### src/rtl/seq_divider_pkg.sv
// Shared definitions for the sequential divider: state encoding, fixed
// operand width, special-case result constants and sign helpers.
package seq_divider_pkg;

  localparam int DIV_WIDTH = 32;

  localparam logic [DIV_WIDTH-1:0] DIV0_QUOTIENT = 32'hFFFF_FFFF;
  localparam logic [DIV_WIDTH-1:0] INT_MIN       = 32'h8000_0000;

  // Controller states; RUN repeats once per quotient bit.
  typedef enum logic [2:0] {
    IDLE = 3'd0,
    PREP = 3'd1,
    RUN  = 3'd2,
    FIX  = 3'd3,
    DONE = 3'd4
  } div_state_e;

  // Two's-complement negation, truncated to the operand width, so that
  // negating INT_MIN yields INT_MIN again.
  function automatic logic [DIV_WIDTH-1:0] negate(input logic [DIV_WIDTH-1:0] x);
    return ~x + 32'd1;
  endfunction

  // Magnitude of an operand. In signed mode |INT_MIN| comes out as
  // 8000_0000, which the datapath then treats as an unsigned value.
  function automatic logic [DIV_WIDTH-1:0] magnitude(input logic [DIV_WIDTH-1:0] x,
                                                     input logic               isSigned);
    return (isSigned && x[DIV_WIDTH-1]) ? negate(x) : x;
  endfunction

endpackage

### src/rtl/seq_divider_adder_subtractor.sv
// ALU adder/subtractor reused by the divider for its trial subtraction.
// With sub_op_i = 1 it computes a - b as a + ~b + 1; carry_o = 1 then means
// "no borrow".
module adder_subtractor
  import seq_divider_pkg::*;
(
  input  logic [DIV_WIDTH-1:0] a_i,
  input  logic [DIV_WIDTH-1:0] b_i,
  input  logic                 sub_op_i,
  output logic [DIV_WIDTH-1:0] result_o,
  output logic                 carry_o
);

  logic [DIV_WIDTH-1:0] bOperand;
  logic [DIV_WIDTH:0]   sumFull;

  // Single carry chain: invert b and inject the carry-in when subtracting.
  always_comb begin
    bOperand = sub_op_i ? ~b_i : b_i;
    sumFull  = {1'b0, a_i} + {1'b0, bOperand} + {{DIV_WIDTH{1'b0}}, sub_op_i};
  end

  assign result_o = sumFull[DIV_WIDTH-1:0];
  assign carry_o  = sumFull[DIV_WIDTH];

endmodule

### src/rtl/seq_divider.sv
// Multi-cycle 32-bit restoring divider placed beside the ALU in EX.
// One quotient bit per cycle; the pipeline stalls while busy_o is high and
// picks up the quotient/remainder on the done_o pulse. Divide-by-zero and
// signed INT_MIN / -1 can optionally finish straight after PREP.
module seq_divider
  import seq_divider_pkg::*;
#(
  parameter int WIDTH     = DIV_WIDTH,
  parameter bit EARLY_OUT = 1'b1
) (
  input  logic             clk_i,
  input  logic             rst_i,
  input  logic             start_i,
  input  logic             is_signed_i,
  input  logic [WIDTH-1:0] dividend_i,
  input  logic [WIDTH-1:0] divisor_i,
  output logic             busy_o,
  output logic             done_o,
  output logic [WIDTH-1:0] quotient_o,
  output logic [WIDTH-1:0] remainder_o,
  output logic             div_by_zero_o,
  output logic             overflow_o
);

  // Controller state
  div_state_e state_q, state_d;

  // Operands as sampled on the accepted start
  logic [DIV_WIDTH-1:0] dividendRaw_q, dividendRaw_d;
  logic [DIV_WIDTH-1:0] divisorRaw_q,  divisorRaw_d;
  logic                 signed_q,      signed_d;

  // Working datapath: partial remainder, dividend/quotient shifter, divisor magnitude
  logic [DIV_WIDTH-1:0] remAcc_q,      remAcc_d;
  logic [DIV_WIDTH-1:0] quoShift_q,    quoShift_d;
  logic [DIV_WIDTH-1:0] divisorMag_q,  divisorMag_d;
  logic [4:0]           count_q,       count_d;
  logic                 qNeg_q,        qNeg_d;
  logic                 rNeg_q,        rNeg_d;
  logic                 div0_q,        div0_d;
  logic                 ovf_q,         ovf_d;

  // Result registers, held until the next completed division
  logic [DIV_WIDTH-1:0] quotient_q,    quotient_d;
  logic [DIV_WIDTH-1:0] remainder_q,   remainder_d;
  logic                 divByZero_q,   divByZero_d;
  logic                 overflow_q,    overflow_d;

  // Combinational helpers
  logic                 prepDiv0;
  logic                 prepOvf;
  logic                 earlyExit;
  logic [DIV_WIDTH:0]   remShift;
  logic [DIV_WIDTH-1:0] trialDiff;
  logic                 trialCarry;
  logic                 trialBorrow;
  logic [DIV_WIDTH-1:0] fixQuotient;
  logic [DIV_WIDTH-1:0] fixRemainder;
  logic [DIV_WIDTH-1:0] earlyQuotient;
  logic [DIV_WIDTH-1:0] earlyRemainder;

  // Special-case detection from the latched operands, evaluated during PREP.
  always_comb begin
    prepDiv0       = (divisorRaw_q == '0);
    prepOvf        = signed_q && (dividendRaw_q == INT_MIN) && (divisorRaw_q == {DIV_WIDTH{1'b1}});
    earlyExit      = EARLY_OUT && (prepDiv0 || prepOvf);
    earlyQuotient  = prepDiv0 ? DIV0_QUOTIENT : INT_MIN;
    earlyRemainder = prepDiv0 ? dividendRaw_q : '0;
  end

  // The 33-bit shifted partial remainder: the old remainder with the next
  // dividend bit appended. Its top bit set means it certainly exceeds the
  // 32-bit divisor, so the subtract succeeds regardless of the adder carry.
  always_comb begin
    remShift    = {remAcc_q, quoShift_q[DIV_WIDTH-1]};
    trialBorrow = ~(remShift[DIV_WIDTH] | trialCarry);
  end

  adder_subtractor u_trialSub (
    .a_i      (remShift[DIV_WIDTH-1:0]),
    .b_i      (divisorMag_q),
    .sub_op_i (1'b1),
    .result_o (trialDiff),
    .carry_o  (trialCarry)
  );

  // Sign correction at the end of a full-length run; divide-by-zero
  // overrides the arithmetic result with the architectural values.
  always_comb begin
    fixQuotient  = qNeg_q ? negate(quoShift_q) : quoShift_q;
    fixRemainder = rNeg_q ? negate(remAcc_q) : remAcc_q;
    if (div0_q) begin
      fixQuotient  = DIV0_QUOTIENT;
      fixRemainder = dividendRaw_q;
    end
  end

  // State register; reset aborts any division in flight.
  always_ff @(posedge clk_i) begin
    if (rst_i) begin
      state_q <= IDLE;
    end else begin
      state_q <= state_d;
    end
  end

  // Next-state logic; start is only honoured in IDLE.
  always_comb begin
    state_d = state_q;
    case (state_q)
      IDLE:    if (start_i) state_d = PREP;
      PREP:    state_d = earlyExit ? DONE : RUN;
      RUN:     if (count_q == 5'd0) state_d = FIX;
      FIX:     state_d = DONE;
      DONE:    state_d = IDLE;
      default: state_d = IDLE;
    endcase
  end

  // FSM outputs: busy covers PREP through FIX, done is the DONE cycle only.
  always_comb begin
    busy_o = 1'b0;
    done_o = 1'b0;
    case (state_q)
      PREP, RUN, FIX: busy_o = 1'b1;
      DONE:           done_o = 1'b1;
      default:        ;
    endcase
  end

  // Datapath next-state: operand capture, magnitude setup, one
  // shift-subtract step per RUN cycle and result loading.
  always_comb begin
    dividendRaw_d = dividendRaw_q;
    divisorRaw_d  = divisorRaw_q;
    signed_d      = signed_q;
    remAcc_d      = remAcc_q;
    quoShift_d    = quoShift_q;
    divisorMag_d  = divisorMag_q;
    count_d       = count_q;
    qNeg_d        = qNeg_q;
    rNeg_d        = rNeg_q;
    div0_d        = div0_q;
    ovf_d         = ovf_q;
    quotient_d    = quotient_q;
    remainder_d   = remainder_q;
    divByZero_d   = divByZero_q;
    overflow_d    = overflow_q;
    case (state_q)
      IDLE: begin
        if (start_i) begin
          dividendRaw_d = dividend_i;
          divisorRaw_d  = divisor_i;
          signed_d      = is_signed_i;
          divByZero_d   = 1'b0;
          overflow_d    = 1'b0;
        end
      end
      PREP: begin
        quoShift_d   = magnitude(dividendRaw_q, signed_q);
        divisorMag_d = magnitude(divisorRaw_q, signed_q);
        qNeg_d       = signed_q && (dividendRaw_q[DIV_WIDTH-1] ^ divisorRaw_q[DIV_WIDTH-1]);
        rNeg_d       = signed_q && dividendRaw_q[DIV_WIDTH-1];
        remAcc_d     = '0;
        count_d      = 5'd31;
        div0_d       = prepDiv0;
        ovf_d        = prepOvf;
        if (earlyExit) begin
          quotient_d  = earlyQuotient;
          remainder_d = earlyRemainder;
          divByZero_d = prepDiv0;
          overflow_d  = prepOvf;
        end
      end
      RUN: begin
        remAcc_d   = trialBorrow ? remShift[DIV_WIDTH-1:0] : trialDiff;
        quoShift_d = {quoShift_q[DIV_WIDTH-2:0], ~trialBorrow};
        count_d    = count_q - 5'd1;
      end
      FIX: begin
        quotient_d  = fixQuotient;
        remainder_d = fixRemainder;
        divByZero_d = div0_q;
        overflow_d  = ovf_q;
      end
      default: ;
    endcase
  end

  // Datapath and result registers; everything clears on reset.
  always_ff @(posedge clk_i) begin
    if (rst_i) begin
      dividendRaw_q <= '0;
      divisorRaw_q  <= '0;
      signed_q      <= 1'b0;
      remAcc_q      <= '0;
      quoShift_q    <= '0;
      divisorMag_q  <= '0;
      count_q       <= '0;
      qNeg_q        <= 1'b0;
      rNeg_q        <= 1'b0;
      div0_q        <= 1'b0;
      ovf_q         <= 1'b0;
      quotient_q    <= '0;
      remainder_q   <= '0;
      divByZero_q   <= 1'b0;
      overflow_q    <= 1'b0;
    end else begin
      dividendRaw_q <= dividendRaw_d;
      divisorRaw_q  <= divisorRaw_d;
      signed_q      <= signed_d;
      remAcc_q      <= remAcc_d;
      quoShift_q    <= quoShift_d;
      divisorMag_q  <= divisorMag_d;
      count_q       <= count_d;
      qNeg_q        <= qNeg_d;
      rNeg_q        <= rNeg_d;
      div0_q        <= div0_d;
      ovf_q         <= ovf_d;
      quotient_q    <= quotient_d;
      remainder_q   <= remainder_d;
      divByZero_q   <= divByZero_d;
      overflow_q    <= overflow_d;
    end
  end

  assign quotient_o    = quotient_q;
  assign remainder_o   = remainder_q;
  assign div_by_zero_o = divByZero_q;
  assign overflow_o    = overflow_q;

endmodule

### config.mk
export PLATFORM = sky130hd
export DESIGN_NAME = seq_divider
export DESIGN_NICKNAME = d
export VERILOG_FILES = /design/src/rtl/seq_divider_pkg.sv /design/src/rtl/seq_divider_adder_subtractor.sv /design/src/rtl/seq_divider.sv
export SDC_FILE = /design/constraint.sdc
export NUM_CORES = 1
export LEC_CHECK = 0
export ABC_AREA = 1
export ABC_CLOCK_PERIOD_IN_PS = 2600
export CAP_MARGIN = 20
export CORE_AREA = 2 2 182 229
export CTS_CLUSTER_DIAMETER = 60
export DETAILED_ROUTE_END_ITERATION = 8
export DIE_AREA = 0 0 184 231
export PLACE_DENSITY = 0.69
export SLEW_MARGIN = 20
export SYNTH_ARGS = -nofsm -noshare
export SYNTH_HDL_FRONTEND = slang
export SYNTH_SLANG_ARGS = --single-unit
### constraint.sdc
create_clock -name clk_i -period 2.6 [get_ports clk_i]
set_clock_uncertainty 0.1 [all_clocks]
set_input_delay 0.52 -clock clk_i [delete_from_list [all_inputs] [get_ports clk_i]]
set_output_delay 0.52 -clock clk_i [all_outputs]
set_load 0.005 [all_outputs]
---- After elaboration in Yosys (flattened, before gate mapping) ----
Cells that the tools add are included.
word-level totals
  flip-flop bits (word level) ............. 239
  logic and storage cells ................. 83
  output and inout bits ................... 68
  input bits .............................. 68
operators by class
  bitwise gates (word level) .............. 7
  mux-type cells .......................... 27
  reduce and logical (&&, ||, !) cells .... 17
  equality and inequality tests ........... 9
  add/sub/neg operators ................... 7
operators with widths
  cell                                                                    count
  32-bit 2-to-1 mux                                                       10
  32-bit one-hot mux with 2 select lines                                  4
  32-bit inverter                                                         5
  32-bit by 1-bit adder with 32-bit output (second input constant)        4
  32-bit equality test (second input constant)                            2
  32-bit by 32-bit adder with 33-bit output                               1
  33-bit by 1-bit adder with 33-bit output (second input constant)        1
  32-bit zero test                                                        1
  31-bit 2-to-1 mux                                                       1
  3-bit one-hot mux with 4 select lines                                   1
  5-bit one-hot mux with 2 select lines                                   1
  3-bit 2-to-1 mux                                                        3
  3-bit by 2-bit equality test with 1-bit output (second input constant)  2
  2-bit inequality test (second input constant)                           3
  1-bit one-hot mux with 3 select lines                                   2
  2-bit AND reduction                                                     3
  1-bit logical AND                                                       5
  5-bit zero test                                                         1
  1-bit 2-to-1 mux                                                        5
  5-bit by 1-bit subtractor with 5-bit output (second input constant)     1
  2-bit nonzero test                                                      2
  3-bit by 1-bit equality test with 1-bit output (second input constant)  1
  3-bit equality test (second input constant)                             1
  3-bit zero test                                                         1
  6 further kinds                                                         6

---- Longest topological paths before layout ----
  depth in word-level cells ............... 6
  mapped depth ............................ 16
  gate-level depth less buffers ........... 16

---- Cells and area by module ----
From an unflattened synthesis, not the netlist that was laid out.
second synthesis, totals
  cell total of the unflattened synthesis .. 2,666
  area, all modules ....................... 16,290.6 µm²
by module, submodules not included
  module            sequential area each (µm²)  times used  cells each  area each (µm²)
  seq_divider       4,784.6                     1           2,182       13,680.6
  adder_subtractor  0.0                         1           484         2,610.0

---- Worst setup path after synthesis ----
No wires, ideal clock.
  path kind ............................... flip-flop to flip-flop
  from .................................... reg quoShift_q[31]
  to ...................................... reg remAcc_q[27]
  setup slack ............................. 260 ps
  data arrival time ....................... 2,108 ps
  library setup time ...................... 132 ps
  path buffers ............................ 1
  cell stages (with the launch flop) ...... 17
  period minus slack after synthesis ...... 2,340 ps
  required time ........................... 2,368 ps
  cell sequence ........................... dfxtp_1 > inv_1 > ha_1 > fa_1 > inv_1 > nand2_1 > nand2_1 > nand3_1 > nand2_1 > nand2_1 > nand2_1 > nand3_2 > nand2_1 > buf_2 > nand3_1 > nand2_1 > a21oi_1
between the ends
  word-level cells in the longest chain between the ends .. 5
RTL lines
  item                                         line                                RTL
  from (decl)                                  seq_divider.sv:35                   logic [DIV_WIDTH-1:0] quoShift_q, quoShift_d;
  from (signal assigned)                       seq_divider.sv:213                  quoShift_q <= quoShift_d;
  32-bit by 32-bit adder with 33-bit output *  seq_divider_adder_subtractor.sv:20  sumFull = {1'b0, a_i} + {1'b0, bOperand} + {{DIV_WIDTH{1'b0}}, sub_op_i};
  33-bit by 1-bit adder with 33-bit output *   seq_divider_adder_subtractor.sv:20
  1-bit OR                                     seq_divider.sv:76                   trialBorrow = ~(remShift[DIV_WIDTH] | trialCarry);
  32-bit 2-to-1 mux *                          seq_divider.sv:176                  remAcc_d = trialBorrow ? remShift[DIV_WIDTH-1:0] : trialDiff;
  32-bit one-hot mux with 2 select lines *     seq_divider.sv:149                  case (state_q)
  to (signal assigned)                         seq_divider.sv:212                  remAcc_q <= remAcc_d;
  to (decl)                                    seq_divider.sv:34                   logic [DIV_WIDTH-1:0] remAcc_q, remAcc_d;
Mark *: on every way between the ends. The rest lies on a longest branch, timed or not.
A chain may end at the register's enable or synchronous reset.

---- Worst setup path after layout ----
  from .................................... reg dividendRaw_q[0]
  to ...................................... reg remainder_q[22] (netlist: remainder_o[22])
between the ends
  word-level cells in the longest chain between the ends .. 6
RTL lines
  item                             line                RTL
  from (decl)                      seq_divider.sv:29   logic [DIV_WIDTH-1:0] dividendRaw_q, dividendRaw_d;
  from (signal assigned)           seq_divider.sv:209  dividendRaw_q <= dividendRaw_d;
  32-bit equality test             seq_divider.sv:65   prepOvf = signed_q && (dividendRaw_q == INT_MIN) && (divisorRaw_q == {DIV_WIDTH{1'b1}});
  1-bit logical AND (2 in a row)   seq_divider.sv:65
  1-bit logical OR                 seq_divider.sv:66   earlyExit = EARLY_OUT && (prepDiv0 || prepOvf);
  2-bit inequality test (no line)  -
  2-bit AND reduction (no line)    -
  to (signal assigned)             seq_divider.sv:221  remainder_q <= remainder_d;
  to (decl)                        seq_divider.sv:45   logic [DIV_WIDTH-1:0] remainder_q, remainder_d;
Every way passes these cells.

==> results.cfg <==
[logic_synthesis]
synth_enable_flop_cells = 0
yosysWarningCount = 0
synthesis.nets = 2773
synth.most_common_cell = sky130_fd_sc_hd__nand2_1
synth.cell_area_um2 = 15960
synth_flop_cell = sky130_fd_sc_hd__dfxtp_1
synth-seq-cells = 239
async_set_or_reset_register_ratio_after_synthesis = 0
synth.area.top_cells = sky130_fd_sc_hd__dfxtp_1 (30%), sky130_fd_sc_hd__nand2_1 (16%), sky130_fd_sc_hd__inv_1 (8.1%), sky130_fd_sc_hd__nor2_1 (7.7%), sky130_fd_sc_hd__nand3_1 (7.3%)
syn-instance-count = 2665
synth_commonest_cells = sky130_fd_sc_hd__nand2_1 (694), sky130_fd_sc_hd__inv_1 (344), sky130_fd_sc_hd__nor2_1 (326)
synth_largest_area_cell = sky130_fd_sc_hd__dfxtp_1
postSynthAreaPerCell_um2 = 5.988
sequential_fraction_of_the_synthesis_area = 0.2998
synthDistinctLibCells = 46
post-synth-top-area-fraction = 0.2998

[layout]
fin_util = 0.4777
combined_flip_flop_and_latch_cell_area_um2 = 4786
antenna-diode-count = 0
fillerInstances = 4210
areaGrowthSynthToFinish_pct = 21.23
total_area_of_multi_input_combinational_cells_um2 = 9384
finalNetCount = 2913
post_route_cells_drive_above_1_share = 0.07257

[clock_tree]
cts_sinks = 239
clkSlewWorstSetupHoldPaths_ns = 0.06
cts_hold_repair.buffers = 0
cts_tree = done
cts.root.buffer_cell = sky130_fd_sc_hd__clkbuf_16
cts-htree-levels = 1
worstSkewPairLatency_ns = 0.58
ctsLongestPathBuffers = 3
cts_inserted_buffers = 28

[timing]
hold_viol = 0
report.final.setup_viol = 0
timing.fmax_ghz = 0.4064
post-route-worst-setup-slack_ns = 0.1392
timing_worst_slew_pin_value_ns = 0.7018
relSlewSlack = 0.5322
timing.final.crit_share = 0.9465
final_report_max_slew_violation_count = 0
final_period_minus_worst_setup_slack_ns = 2.461
tns_ns = 0

[critical_path]
path_class = reg2reg
crit_slowest_cell = sky130_fd_sc_hd__dfxtp_1
worstPathArrival_ns = 2.82
worstPathCellList = inv_1, ha_2, nand3_2, nor2_8, nand2_4, nor2_4, nand3_2, nand2_2, nand2_2, nand2_8, buf_4, nand2_1, nor2_1, nor2_1
worstSetupStartpointType = flop
critical_path_peak_fanout = 13
timing.critical_path.required_ns = 2.96
worst_setup_path_end_kind = flop
cp_slowest_stage_delay_ns = 0.34

[floorplan]
fp.dieW_um = 184
design.die.area_um2 = 42500
std_cell_rows = 83
starting_density_of_the_core = 0.3940
die_h_um = 231
boundaryPins = 136
coreArea_um2 = 40500

[placed_design]
placement.setup.worst_slack_ns = -0.001382
dpl.hpwl_um = 44670
placement.io_buffers = 135
place_congestion = 1.018

[detailed_routing]
drtPass1Iterations = 6
route.vias.total = 17690
number_of_vias_per_cell = 5.305
drt_iter0_markers = 1501
detail-route-antenna-nets = 0
route.final.wire_length_um = 57470
final_routed_wire_length_divided_by_cell_count_um = 17.23
post-route-drc-count = 0

[global_route]
globalRouteTotalUtil = 0.2642
global_route_wire_length_before_repair_um = 89020
number_of_antenna_violations_at_the_first_check_in_global_routing = 1
overall_overflow_remaining_after_global_route = 0
grt_max_degree = 98
number_of_global_route_vias_before_repair = 16320

[status]
status = finished clean

[job]
max_cap_violations = 0

[hold_path]
timing.hold.worst.class = reg2reg

[power]
power.density_cell_area_nw_per_um2 = 896.8
irDropWorstVdd_mv = 0.5804
static-leakage-power_nw = 8.981
[final cells by class]
class | count | share of cell area
multi-input combinational | 1944 | 0.4850
sequential | 239 | 0.2474
timing repair buffer | 223 | 0.1105
inverter | 369 | 0.07185
clock buffer | 34 | 0.03945
tap | 510 | 0.03298
clock inverter | 16 | 0.01287
[per-layer routing]
layer	wire (um)	global-route usage	vias to the layer above
li1	-	-	8837
met1	23810	0.3281	7977
met2	26790	0.4535	722
met3	3921	0.03218	155
met4	2939	0.1228	2
met5	13	0	-
[power by group]
| group | switching [W] | internal [W] |
|---|---|---|
| logic | 0.00568 | 0.00281 |
| clock network | 0.00168 | 0.00260 |
| registers | 0.000442 | 0.00414 |
| total | 0.00781 | 0.00954 |
[kinds of logic (layout without fill, tap and decap cells)]
group                      after synthesis  in the layout  synth area share
and+or+nand+nor                       1368           1368            0.3624
AOI/OAI and AO/OA                      485            485            0.1599
xor gates and xnor gates                51             51           0.02799
adders and majority gates               40             40           0.03183
buffers and inverters                  482            642            0.1181
DFF                                    239            239            0.2998
[worst paths after layout]
check / startpoint / end / slack, ns / cells after the start
max: dividendRaw_q[0] / remainder_o[22] / 0.14 / 14
min: div_by_zero_o / div_by_zero_o / 0.37 / 2
max reg2reg: dividendRaw_q[0] / remainder_o[22] / 0.14 / 14
min reg2reg: div_by_zero_o / div_by_zero_o / 0.37 / 2
[through the flow]
stage               std cells  area, um^2  hold slack (ns)  power, W
finish                   3335       19350           0.3672   0.01735
global placement         3273       18140           0.3533   0.01267
floorplan                2665       15960           0.3428   0.01007
detailed placement       3273       18140           0.3590   0.01275
global route             3335       19350           0.3924   0.01852
CTS                      3325       19170           0.3689   0.01707
[critical path, delay by kind of cell (launching register included)]
kind	cells	cell delay (ns)
buffers and inverters	2	0.31
and+or+nand+nor	11	1.39
adders and majority gates	1	0.21
DFF	1	0.34
[layout by cell type (no fill, tap or decap), types with 6 or more instances in the layout]
master,count
sky130_fd_sc_hd__dfxtp_1,238
sky130_fd_sc_hd__nor2_1,322
sky130_fd_sc_hd__inv_2,16
sky130_fd_sc_hd__buf_12,8
sky130_fd_sc_hd__o21ai_1,21
sky130_fd_sc_hd__nand3_2,6
sky130_fd_sc_hd__clkinv_1,12
sky130_fd_sc_hd__ha_1,35
sky130_fd_sc_hd__xnor2_1,13
sky130_fd_sc_hd__o211ai_1,7
sky130_fd_sc_hd__a31oi_1,22
sky130_fd_sc_hd__o22ai_1,19
sky130_fd_sc_hd__inv_1,339
sky130_fd_sc_hd__nand3_1,232
sky130_fd_sc_hd__nor2_4,7
sky130_fd_sc_hd__buf_4,77
sky130_fd_sc_hd__nand3b_1,16
sky130_fd_sc_hd__o21ai_0,201
sky130_fd_sc_hd__clkdlybuf4s50_1,133
sky130_fd_sc_hd__xor2_1,38
sky130_fd_sc_hd__nand2_1,692
sky130_fd_sc_hd__nor2_2,12
sky130_fd_sc_hd__a21oi_1,194
sky130_fd_sc_hd__nor3_1,24
sky130_fd_sc_hd__nand4_1,34
sky130_fd_sc_hd__clkbuf_16,29
[state kept, by name, indices dropped and copies added (netlist names)]
register / count
count_q: 5
state_q: 3
rNeg_q: 1
quotient_o: 32
ovf_q: 1
remAcc_q: 32
div_by_zero_o: 1
signed_q: 1
quoShift_q: 32
remainder_o: 32
qNeg_q: 1
divisorRaw_q: 32
divisorMag_q: 32
overflow_o: 1
div0_q: 1
dividendRaw_q: 32
[repair_timing]
item	4_1_cts	5_1_grt
buffers inserted	2	9
pin swaps	2	4
endpoints found under the setup margin	2	80
gates resized for setup	5	25
cloned	0	1
Note: power is estimated with default switching activity, not from simulation.
